`config.mk`:
```
export PLATFORM = sky130hd
export DESIGN_NAME = csr_unit_flat
export DESIGN_NICKNAME = d
export VERILOG_FILES = /design/src/rtl/csr_unit_pkg.sv /design/src/rtl/csr_unit_if.sv /design/src/rtl/csr_unit_counter.sv /design/src/rtl/csr_unit.sv /design/src/flat_wrapper.sv
export SDC_FILE = /design/constraint.sdc
export NUM_CORES = 1
export LEC_CHECK = 0
export BUFFER_PORTS_ARGS = -buffer_cell sky130_fd_sc_hd__buf_4
export CAP_MARGIN = 15
export CORE_MARGIN = 5
export CORE_UTILIZATION = 53
export DETAILED_ROUTE_END_ITERATION = 16
export PLACE_DENSITY = 0.87
export SLEW_MARGIN = 40
export SYNTH_ARGS = -nofsm -noshare
export SYNTH_HDL_FRONTEND = slang
export SYNTH_SLANG_ARGS = --single-unit
```
`constraint.sdc`:
```
create_clock -name clk -period 8.7 [get_ports clk]
set_input_delay 1.74 -clock clk [delete_from_list [all_inputs] [get_ports clk]]
set_output_delay 1.74 -clock clk [all_outputs]
set_load 0.01 [all_outputs]
```
`src/rtl/csr_unit_pkg.sv`:
```
// Shared definitions for the machine-mode CSR unit: addresses, op encodings,
// bit positions and small value helpers.
package csr_unit_pkg;

  localparam logic [11:0] CSR_MSTATUS       = 12'h300;
  localparam logic [11:0] CSR_MIE           = 12'h304;
  localparam logic [11:0] CSR_MTVEC         = 12'h305;
  localparam logic [11:0] CSR_MCOUNTINHIBIT = 12'h320;
  localparam logic [11:0] CSR_MSCRATCH      = 12'h340;
  localparam logic [11:0] CSR_MEPC          = 12'h341;
  localparam logic [11:0] CSR_MCAUSE        = 12'h342;
  localparam logic [11:0] CSR_MIP           = 12'h344;
  localparam logic [11:0] CSR_MCYCLE        = 12'hB00;
  localparam logic [11:0] CSR_MINSTRET      = 12'hB02;
  localparam logic [11:0] CSR_MHPM3         = 12'hB03;
  localparam logic [11:0] CSR_MCYCLEH       = 12'hB80;
  localparam logic [11:0] CSR_MINSTRETH     = 12'hB82;
  localparam logic [11:0] CSR_MHPM3H        = 12'hB83;
  localparam logic [11:0] CSR_CYCLE         = 12'hC00;
  localparam logic [11:0] CSR_INSTRET       = 12'hC02;
  localparam logic [11:0] CSR_CYCLEH        = 12'hC80;
  localparam logic [11:0] CSR_INSTRETH      = 12'hC82;

  typedef enum logic [1:0] {
    CSR_OP_READ = 2'b00,
    CSR_OP_RW   = 2'b01,
    CSR_OP_RS   = 2'b10,
    CSR_OP_RC   = 2'b11
  } csr_op_e;

  localparam int MSTATUS_MIE  = 3;
  localparam int MSTATUS_MPIE = 7;
  localparam int MIP_MSIP     = 3;
  localparam int MIP_MTIP     = 7;
  localparam int MIP_MEIP     = 11;

  localparam logic [31:0] IRQ_MASK  = 32'h0000_0888;
  localparam logic [31:0] MEPC_MASK = 32'hFFFF_FFFC;

  function automatic logic [31:0] csr_apply_op(csr_op_e op, logic [31:0] old_v,
                                               logic [31:0] wdata);
    logic [31:0] res;
    case (op)
      CSR_OP_RW: res = wdata;
      CSR_OP_RS: res = old_v | wdata;
      CSR_OP_RC: res = old_v & ~wdata;
      default:   res = old_v;
    endcase
    return res;
  endfunction

  // RS/RC with a zero operand leave the register untouched.
  function automatic logic csr_op_writes(csr_op_e op, logic [31:0] wdata);
    logic res;
    case (op)
      CSR_OP_RW: res = 1'b1;
      CSR_OP_RS: res = (wdata != 32'd0);
      CSR_OP_RC: res = (wdata != 32'd0);
      default:   res = 1'b0;
    endcase
    return res;
  endfunction

  function automatic logic [31:0] mstatus_pack(logic mie, logic mpie);
    logic [31:0] v;
    v                = 32'd0;
    v[12:11]         = 2'b11;
    v[MSTATUS_MPIE]  = mpie;
    v[MSTATUS_MIE]   = mie;
    return v;
  endfunction

  function automatic logic [31:0] cntinh_mask(int num_hpm);
    logic [31:0] m;
    m = 32'h0000_0005;
    for (int k = 0; k < num_hpm; k++) begin
      m[3+k] = 1'b1;
    end
    return m;
  endfunction

endpackage

```
`src/rtl/csr_unit_if.sv`:
```
// CSR instruction port between the execute stage (master) and the CSR unit (slave).
interface csr_unit_if;
  import csr_unit_pkg::*;

  logic        csr_req_i;
  csr_op_e     csr_op_i;
  logic [11:0] csr_addr_i;
  logic [31:0] csr_wdata_i;
  logic [31:0] csr_rdata_o;
  logic        csr_illegal_o;

  modport master (
    output csr_req_i, csr_op_i, csr_addr_i, csr_wdata_i,
    input  csr_rdata_o, csr_illegal_o
  );

  modport slave (
    input  csr_req_i, csr_op_i, csr_addr_i, csr_wdata_i,
    output csr_rdata_o, csr_illegal_o
  );

endinterface

```
`src/rtl/csr_unit_counter.sv`:
```
// One CNT_WIDTH-bit event counter with 32-bit lo/hi software write ports;
// the read value is zero-filled to 64 bits.
module csr_counter #(
  parameter int CNT_WIDTH = 64
) (
  input  logic        clk,
  input  logic        rst,
  input  logic        inc_i,
  input  logic        inhibit_i,
  input  logic        wr_lo_i,
  input  logic        wr_hi_i,
  input  logic [31:0] wdata_i,
  output logic [63:0] cnt_o
);

  logic [CNT_WIDTH-1:0] cnt_q, cnt_d;
  logic [63:0]          cnt_ext_s, wr_lo_full_s, wr_hi_full_s;
  logic                 unused_wr_s;

  // A software write to one half wins over the increment; the other half holds.
  always_comb begin
    cnt_ext_s                  = 64'd0;
    cnt_ext_s[CNT_WIDTH-1:0]   = cnt_q;
    wr_lo_full_s               = {cnt_ext_s[63:32], wdata_i};
    wr_hi_full_s               = {wdata_i, cnt_ext_s[31:0]};
    if (wr_lo_i) begin
      cnt_d = wr_lo_full_s[CNT_WIDTH-1:0];
    end else if (wr_hi_i) begin
      cnt_d = wr_hi_full_s[CNT_WIDTH-1:0];
    end else if (inc_i && !inhibit_i) begin
      cnt_d = cnt_q + CNT_WIDTH'(1);
    end else begin
      cnt_d = cnt_q;
    end
  end

  always_ff @(posedge clk or posedge rst) begin
    if (rst) begin
      cnt_q <= '0;
    end else begin
      cnt_q <= cnt_d;
    end
  end

  assign cnt_o       = cnt_ext_s;
  assign unused_wr_s = ^{wr_lo_full_s, wr_hi_full_s};

endmodule

```
`src/rtl/csr_unit.sv`:
```
// Machine-mode CSR unit: atomic CSR ops, cycle/instret/hpm counters,
// trap entry / mret handling of mstatus and interrupt request generation.
module csr_unit
  import csr_unit_pkg::*;
#(
  parameter int          CNT_WIDTH = 64,
  parameter int          NUM_HPM   = 0,
  parameter logic [31:0] MTVEC_RST = 32'h0
) (
  input  logic                                  clk,
  input  logic                                  rst,
  csr_unit_if.slave                             csr,
  input  logic                                  instret_i,
  input  logic [((NUM_HPM > 0) ? NUM_HPM : 1)-1:0] hpm_event_i,
  input  logic                                  trap_i,
  input  logic [31:0]                           trap_cause_i,
  input  logic [31:0]                           trap_epc_i,
  input  logic                                  mret_i,
  input  logic                                  irq_sw_i,
  input  logic                                  irq_timer_i,
  input  logic                                  irq_ext_i,
  output logic                                  irq_req_o,
  output logic [31:0]                           trap_vec_o,
  output logic [31:0]                           mepc_o,
  output logic [31:0]                           mstatus_o
);

  localparam int          NCNT     = 2 + NUM_HPM;
  localparam logic [31:0] INH_MASK = cntinh_mask(NUM_HPM);

  logic        st_mie_q, st_mie_d, st_mpie_q, st_mpie_d;
  logic [31:0] mie_q, mie_d, mtvec_q, mtvec_d, mscratch_q, mscratch_d;
  logic [31:0] mepc_q, mepc_d, mcause_q, mcause_d, mip_q, mip_d;
  logic [31:0] minh_q, minh_d;
  logic        irq_req_q, irq_req_d;

  logic [31:0] rdata_s, wr_val_s, mstatus_s, vec_base_s;
  logic        known_s, illegal_s, wr_en_s;
  logic        cnt_hit_s, cnt_hi_s;
  logic [2:0]  cnt_slot_s;
  logic [4:0]  idx_s;
  logic [63:0] cnt_val_s [8];
  logic [NCNT-1:0] cnt_inc_s, cnt_inh_s, cnt_wr_lo_s, cnt_wr_hi_s;
  logic        unused_hpm_s;

  assign mstatus_s = mstatus_pack(st_mie_q, st_mpie_q);
  assign idx_s     = csr.csr_addr_i[4:0];

  // Address decode and old-value read mux.
  always_comb begin
    rdata_s    = 32'd0;
    known_s    = 1'b1;
    cnt_hit_s  = 1'b0;
    cnt_hi_s   = csr.csr_addr_i[7];
    cnt_slot_s = 3'd0;
    case (csr.csr_addr_i)
      CSR_MSTATUS:       rdata_s = mstatus_s;
      CSR_MIE:           rdata_s = mie_q;
      CSR_MTVEC:         rdata_s = mtvec_q;
      CSR_MCOUNTINHIBIT: rdata_s = minh_q;
      CSR_MSCRATCH:      rdata_s = mscratch_q;
      CSR_MEPC:          rdata_s = mepc_q;
      CSR_MCAUSE:        rdata_s = mcause_q;
      CSR_MIP:           rdata_s = mip_q;
      default: begin
        if ((csr.csr_addr_i[11:8] == 4'hB || csr.csr_addr_i[11:8] == 4'hC) &&
            csr.csr_addr_i[6:5] == 2'b00) begin
          if (idx_s == 5'd0) begin
            cnt_hit_s = 1'b1;
          end else if (idx_s == 5'd2) begin
            cnt_hit_s  = 1'b1;
            cnt_slot_s = 3'd1;
          end else if (csr.csr_addr_i[11:8] == 4'hB && int'(idx_s) >= 3 &&
                       int'(idx_s) < 3 + NUM_HPM) begin
            cnt_hit_s  = 1'b1;
            cnt_slot_s = 3'(idx_s - 5'd1);
          end else begin
            cnt_hit_s = 1'b0;
          end
        end else begin
          cnt_hit_s = 1'b0;
        end
        known_s = cnt_hit_s;
        if (cnt_hit_s) begin
          rdata_s = cnt_hi_s ? cnt_val_s[cnt_slot_s][63:32] : cnt_val_s[cnt_slot_s][31:0];
        end else begin
          rdata_s = 32'd0;
        end
      end
    endcase
  end

  assign illegal_s = csr.csr_req_i &&
                     (!known_s || (csr.csr_addr_i[11:10] == 2'b11 && csr.csr_op_i != CSR_OP_READ));
  assign wr_en_s   = csr.csr_req_i && !illegal_s && csr_op_writes(csr.csr_op_i, csr.csr_wdata_i);
  assign wr_val_s  = csr_apply_op(csr.csr_op_i, rdata_s, csr.csr_wdata_i);

  assign csr.csr_rdata_o   = rdata_s;
  assign csr.csr_illegal_o = illegal_s;

  // Slot 0 = mcycle, 1 = minstret, 2+k = mhpmcounter(3+k).
  always_comb begin
    cnt_inc_s    = '0;
    cnt_inh_s    = '0;
    cnt_inc_s[0] = 1'b1;
    cnt_inc_s[1] = instret_i;
    cnt_inh_s[0] = minh_q[0];
    cnt_inh_s[1] = minh_q[2];
    for (int k = 0; k < NUM_HPM; k++) begin
      cnt_inc_s[2+k] = hpm_event_i[k];
      cnt_inh_s[2+k] = minh_q[3+k];
    end
    for (int g = 0; g < NCNT; g++) begin
      cnt_wr_lo_s[g] = wr_en_s && cnt_hit_s && !cnt_hi_s && (cnt_slot_s == 3'(g));
      cnt_wr_hi_s[g] = wr_en_s && cnt_hit_s && cnt_hi_s && (cnt_slot_s == 3'(g));
    end
  end

  for (genvar g = 0; g < 8; g++) begin : g_cnt
    if (g < NCNT) begin : g_inst
      csr_counter #(.CNT_WIDTH(CNT_WIDTH)) u_cnt (
        .clk       (clk),
        .rst       (rst),
        .inc_i     (cnt_inc_s[g]),
        .inhibit_i (cnt_inh_s[g]),
        .wr_lo_i   (cnt_wr_lo_s[g]),
        .wr_hi_i   (cnt_wr_hi_s[g]),
        .wdata_i   (wr_val_s),
        .cnt_o     (cnt_val_s[g])
      );
    end else begin : g_none
      assign cnt_val_s[g] = 64'd0;
    end
  end

  // CSR writes first, then mret, then trap, so the later assignment wins.
  always_comb begin
    st_mie_d   = st_mie_q;
    st_mpie_d  = st_mpie_q;
    mie_d      = mie_q;
    mtvec_d    = mtvec_q;
    mscratch_d = mscratch_q;
    mepc_d     = mepc_q;
    mcause_d   = mcause_q;
    minh_d     = minh_q;
    mip_d            = 32'd0;
    mip_d[MIP_MSIP]  = irq_sw_i;
    mip_d[MIP_MTIP]  = irq_timer_i;
    mip_d[MIP_MEIP]  = irq_ext_i;
    if (wr_en_s) begin
      case (csr.csr_addr_i)
        CSR_MSTATUS: begin
          st_mie_d  = wr_val_s[MSTATUS_MIE];
          st_mpie_d = wr_val_s[MSTATUS_MPIE];
        end
        CSR_MIE:           mie_d      = wr_val_s & IRQ_MASK;
        CSR_MTVEC:         mtvec_d    = wr_val_s;
        CSR_MCOUNTINHIBIT: minh_d     = wr_val_s & INH_MASK;
        CSR_MSCRATCH:      mscratch_d = wr_val_s;
        CSR_MEPC:          mepc_d     = wr_val_s & MEPC_MASK;
        CSR_MCAUSE:        mcause_d   = wr_val_s;
        default:           mie_d      = mie_q;
      endcase
    end else begin
      mie_d = mie_q;
    end
    if (trap_i) begin
      mepc_d    = trap_epc_i & MEPC_MASK;
      mcause_d  = trap_cause_i;
      st_mpie_d = st_mie_q;
      st_mie_d  = 1'b0;
    end else if (mret_i) begin
      st_mie_d  = st_mpie_q;
      st_mpie_d = 1'b1;
    end else begin
      st_mie_d = st_mie_d;
    end
    irq_req_d = st_mie_d && ((mip_q & mie_q) != 32'd0);
  end

  always_ff @(posedge clk or posedge rst) begin
    if (rst) begin
      st_mie_q   <= 1'b0;
      st_mpie_q  <= 1'b0;
      mie_q      <= 32'd0;
      mtvec_q    <= MTVEC_RST;
      mscratch_q <= 32'd0;
      mepc_q     <= 32'd0;
      mcause_q   <= 32'd0;
      mip_q      <= 32'd0;
      minh_q     <= 32'd0;
      irq_req_q  <= 1'b0;
    end else begin
      st_mie_q   <= st_mie_d;
      st_mpie_q  <= st_mpie_d;
      mie_q      <= mie_d;
      mtvec_q    <= mtvec_d;
      mscratch_q <= mscratch_d;
      mepc_q     <= mepc_d;
      mcause_q   <= mcause_d;
      mip_q      <= mip_d;
      minh_q     <= minh_d;
      irq_req_q  <= irq_req_d;
    end
  end

  // Vectored mode only applies to interrupts.
  always_comb begin
    vec_base_s = {mtvec_q[31:2], 2'b00};
    if (mtvec_q[1:0] == 2'b01 && trap_cause_i[31]) begin
      trap_vec_o = vec_base_s + {25'd0, trap_cause_i[4:0], 2'b00};
    end else begin
      trap_vec_o = vec_base_s;
    end
  end

  assign irq_req_o    = irq_req_q;
  assign mepc_o       = mepc_q;
  assign mstatus_o    = mstatus_s;
  assign unused_hpm_s = ^hpm_event_i;

endmodule

```
`src/flat_wrapper.sv`:
```
// flat-port wrapper written by rule: the top's interface ports become plain ports
module csr_unit_flat import csr_unit_pkg::*;
#(
  parameter int          CNT_WIDTH = 64,
  parameter int          NUM_HPM   = 0,
  parameter logic [31:0] MTVEC_RST = 32'h0
)
  (clk, rst, instret_i, hpm_event_i, trap_i, trap_cause_i, trap_epc_i, mret_i, irq_sw_i, irq_timer_i, irq_ext_i, irq_req_o, trap_vec_o, mepc_o, mstatus_o, csr_csr_req_i, csr_csr_op_i, csr_csr_addr_i, csr_csr_wdata_i, csr_csr_rdata_o, csr_csr_illegal_o);
  csr_unit_if csr_i ();
  input  logic clk;
  input  logic rst;
  input  logic instret_i;
  input  logic [((NUM_HPM > 0) ? NUM_HPM : 1)-1:0] hpm_event_i;
  input  logic trap_i;
  input  logic [31:0] trap_cause_i;
  input  logic [31:0] trap_epc_i;
  input  logic mret_i;
  input  logic irq_sw_i;
  input  logic irq_timer_i;
  input  logic irq_ext_i;
  output logic irq_req_o;
  output logic [31:0] trap_vec_o;
  output logic [31:0] mepc_o;
  output logic [31:0] mstatus_o;
  input wire logic [$bits(csr_i.csr_req_i)-1:0] csr_csr_req_i;
  input wire logic [$bits(csr_i.csr_op_i)-1:0] csr_csr_op_i;
  input wire logic [$bits(csr_i.csr_addr_i)-1:0] csr_csr_addr_i;
  input wire logic [$bits(csr_i.csr_wdata_i)-1:0] csr_csr_wdata_i;
  output wire logic [$bits(csr_i.csr_rdata_o)-1:0] csr_csr_rdata_o;
  output wire logic [$bits(csr_i.csr_illegal_o)-1:0] csr_csr_illegal_o;
  assign csr_i.csr_req_i = csr_csr_req_i;
  assign csr_i.csr_op_i = csr_csr_op_i;
  assign csr_i.csr_addr_i = csr_csr_addr_i;
  assign csr_i.csr_wdata_i = csr_csr_wdata_i;
  assign csr_csr_rdata_o = csr_i.csr_rdata_o;
  assign csr_csr_illegal_o = csr_i.csr_illegal_o;
  csr_unit #(.CNT_WIDTH(CNT_WIDTH), .NUM_HPM(NUM_HPM), .MTVEC_RST(MTVEC_RST)) u_core (.clk(clk), .rst(rst), .csr(csr_i), .instret_i(instret_i), .hpm_event_i(hpm_event_i), .trap_i(trap_i), .trap_cause_i(trap_cause_i), .trap_epc_i(trap_epc_i), .mret_i(mret_i), .irq_sw_i(irq_sw_i), .irq_timer_i(irq_timer_i), .irq_ext_i(irq_ext_i), .irq_req_o(irq_req_o), .trap_vec_o(trap_vec_o), .mepc_o(mepc_o), .mstatus_o(mstatus_o));
endmodule
```
==> flow_metrics.env <==
export IMPL_r2r_slack_ns=5.13
export IMPL_post_route_min_period_ns=6.26
export IMPL_drv_slew=0
export IMPL_maxCapViolCount=0
export IMPL_reg2reg_to="u_core.g_cnt[0].g_inst.u_cnt.cnt_o[55]$_DFFE_PP0P_"
export IMPL_yosysTopAreaCell="dfrtp_1"
export IMPL_start_util_pct=53.3
export IMPL_async_reset_ff_share_pct=100
export IMPL_cts_tree="yes"
export IMPL_status="finished clean"
export IMPL_holdPathStages=2
export IMPL_die_height_um=190
export IMPL_critical_path_max_stage_delay_ns=0.84
export IMPL_critPathRequiredTime_ns=6.96
export IMPL_crit_family="simple AND/OR/NAND/NOR gates"
export IMPL_dieArea_sq_mm=0.0362
export IMPL_nets=2180
export IMPL_synth_edf_count=0
export IMPL_worstPathMaxFanout=30
export IMPL_p_comb_share_pct=12.0
export IMPL_grt_first_pass_wirelength_um=94700
export IMPL_gr_total_overflow=0
export IMPL_synth_seq_cells=265
export IMPL_cts_sinks=265
export IMPL_drt_total_wl_um=62700
export IMPL_critPathLaunch="csr_csr_addr_i[0]"
export IMPL_fillCellCount=2555
export IMPL_min_to="u_core.mscratch_q[19]$_DFFE_PP0P_"
export IMPL_dp_hpwl_um=44800
export IMPL_p_sw_uw=788
export IMPL_io_pins=250
export IMPL_cts_resized=0
export IMPL_cp_slowest_cell="or4_4"
export IMPL_antenna_found_initial=2
export IMPL_grt_pass1_vias=16364
export IMPL_ys_flop_type="dfrtp_1"
export IMPL_cts_root_buf="clkbuf_16"
export IMPL_clock_power_share_pct=42.7
export IMPL_clk_pin_slew_ns=0.06
export IMPL_pwr_share_seq_pct=45.3
export IMPL_leakagePower_uw=0.00888
export IMPL_p_sw_share_pct=26.8
export IMPL_worstHoldPathType="reg2reg"
export IMPL_fin_skew_ns=0.0261
export IMPL_firstDrtPassIters=6
export IMPL_r2r_cells=8
export IMPL_synth_cell_types=78
export IMPL_ctsHtreeMaxLevel=1
export IMPL_grt_max_degree=100
export IMPL_ir_worst_vdd_v=0.000160
export IMPL_clock_latency_ns=0.58
export IMPL_synth_cells=1899
export IMPL_tightest_slew_ns=0.903
export IMPL_worst_slew_margin_rel_pct=39.8
export IMPL_min_from="u_core.mscratch_q[19]$_DFFE_PP0P_"
export IMPL_ant_nets=0
export IMPL_netlist_area_sq_mm=0.0172
export IMPL_finalCoreUtilization_pct=62.4
export IMPL_synth_avg_cell_area_sq_um=9.07
export IMPL_power_internal_uw=2150
export IMPL_drt_initial_drc_count=2391
export IMPL_cp_cell_sequence="buf_4 -> inv_1 -> ha_1 -> a41oi_4 -> or4_4 -> mux4_2 -> a21oi_1 -> inv_1 -> buf_4"
export IMPL_hold_buffers=0
export IMPL_yosys_warnings=0
export IMPL_wl_per_cell_um=24.9
export IMPL_hold_viol=0
export IMPL_tns_ns=0
export IMPL_vias=17107
export IMPL_areaGrowthSynthToFinish_pct=16.9
export IMPL_post_cts_buffers=0
export IMPL_grtUsageTotal_pct=33.2
export IMPL_r2r_start="u_core.g_cnt[0].g_inst.u_cnt.cnt_o[26]$_DFFE_PP0P_"
export IMPL_endpoint_kind="output port"
export IMPL_critPathLaunchType="input pin"
export IMPL_avgViaCountPerCell=6.81
export IMPL_max_clock_freq_mhz=160
export IMPL_synth_top_cell_area_share_pct=38.5
export IMPL_rsz0062_at_grt="no"
export IMPL_cts_buffers=28
export IMPL_arrival_ns=4.52
export IMPL_drc_errors=0
export IMPL_portBuffers=212
export IMPL_setup_viol=0
export IMPL_drive_gt1_share_pct=18.3
export IMPL_critPathBufInv=4
export IMPL_routabilityCongestion=0.968
export IMPL_core_area_sq_mm=0.0323
export IMPL_synth_top_cells_by_area="dfrtp_1 (39%), mux2i_1 (5.8%), mux4_2 (4.2%)"
export IMPL_die_x_um=190
export IMPL_powerDensity_mw_per_mm2=146
export IMPL_period_share_pct=71.9
export IMPL_seq_area_frac_synth_pct=38.5
export IMPL_cts_max_path_buffers=3
export IMPL_path_class="in2out"
export IMPL_rows=66
[metal layers]
metal	share of wire, %	track usage, %	up-vias
met3	12	7.45	282
met2	45	51.8	1386
met1	36	43.3	8242
met5	0	0	-
met4	6.4	17.7	0
li1	-	-	7197
[Yosys cell counts, types with 8 or more instances]
| cell | count |
|---|---|
| mux2_2 | 14 |
| nor3b_1 | 73 |
| buf_4 | 37 |
| o21ai_1 | 41 |
| mux4_2 | 32 |
| xnor2_1 | 53 |
| inv_1 | 85 |
| a21boi_0 | 8 |
| nand4_1 | 45 |
| and3_1 | 50 |
| and2_1 | 17 |
| nand2_1 | 142 |
| and4_1 | 11 |
| nor2_1 | 63 |
| a211o_1 | 23 |
| a22oi_1 | 58 |
| nand2b_1 | 13 |
| ha_1 | 11 |
| xor2_1 | 58 |
| nor3_1 | 67 |
| clkbuf_1 | 96 |
| a21boi_1 | 17 |
| nor4_1 | 25 |
| buf_2 | 18 |
| nand3_1 | 83 |
| a21oi_1 | 143 |
| o21ai_0 | 125 |
| mux2i_1 | 99 |
| dfrtp_1 | 265 |
| a31oi_1 | 11 |
[layout make-up]
cell class                 count  area [sq um]  area share [%]
clock inverter                15           206            1.03
multi-input combinational   1422          9770            48.5
clock buffer                  35           747            3.71
sequential                   265          6630            32.9
antenna                        2          5.00          0.0249
tap                          442           553            2.75
inverter                      85           323            1.60
timing repair buffer         246          1900            9.43
[how the worst max path moves through the flow]
stage	endpoint	slack [ns]	cells past startpoint
after global routing	csr_csr_rdata_o[0]	2.26	8
after CTS	csr_csr_rdata_o[30]	2.44	10
final	csr_csr_rdata_o[15]	2.44	9
after detailed placement	csr_csr_rdata_o[30]	2.44	10
after global placement	csr_csr_rdata_o[15]	2.10	9
after floorplan	csr_csr_rdata_o[0]	3.15	11
[registers in the layout, indices dropped and copies added (netlist names)]
register                         flops
u_core.mscratch_q                   32
u_core.minh_q                        2
u_core.st_mie_q                      1
u_core.st_mpie_q                     1
u_core.mie_q                         3
u_core.irq_req_o                     1
u_core.mcause_q                     32
u_core.mepc_o                       30
u_core.mtvec_q                      32
u_core.mip_q                         3
u_core.g_cnt.g_inst.u_cnt.cnt_o    128
[per-stage QoR]
step                hold WS, ns  power [uW]  std cells  instance area [sq um]  setup WS, ns
global placement          0.462        1680       2456                  19000          2.10
detailed placement        0.471        1690       2460                  19100          2.44
CTS                       0.485        2930       2510                  20100          2.44
finish                    0.487        2940       2512                  20100          2.44
global route              0.504        3020       2512                  20100          2.26
floorplan                 0.441        1540       1931                  17300          3.15
[power by group through the flow]
stage	Clock (uW)	Sequential, uW	Combinational, uW
2_1_floorplan	0	1340	204
3_3_place_gp	0	1350	329
3_5_place_dp	0	1350	342
4_1_cts	1250	1330	345
5_1_grt	1310	1330	376
6_report	1250	1330	352
[cell usage in the layout, fill, tap and decap left out, types with 53 or more instances in the layout]
| cell | netlist | routed |
|---|---|---|
| a21oi_1 | 143 | 143 |
| nor2_1 | 63 | 60 |
| inv_1 | 85 | 84 |
| nand2_1 | 142 | 140 |
| nor3b_1 | 73 | 73 |
| buf_4 | 37 | 240 |
| xnor2_1 | 53 | 53 |
| dfrtp_1 | 265 | 265 |
| xor2_1 | 58 | 58 |
| a22oi_1 | 58 | 58 |
| nor3_1 | 67 | 63 |
| nand3_1 | 83 | 83 |
| mux2i_1 | 99 | 99 |
| o21ai_0 | 125 | 125 |
[tightest hold or removal path, stage by stage (launching register included)]
cell and delay (ns):
dfrtp_1 0.34, nand2_1 0.05, o21ai_0 0.06
[kinds of logic (layout without fill, tap and decap cells)]
| family | Yosys count | after routing | share of synthesized area, % |
|---|---|---|---|
| compound gates | 501 | 501 | 18.2 |
| mux | 145 | 145 | 10.9 |
| flops | 265 | 265 | 38.5 |
| buf+inv | 244 | 381 | 6.34 |
| fa+ha+maj | 12 | 12 | 0.915 |
| simple gates | 619 | 619 | 19.5 |
| xor+xnor | 111 | 111 | 5.64 |
| other cells | 2 | 36 | 0.0436 |
Power figures use the tool's default switching activity.
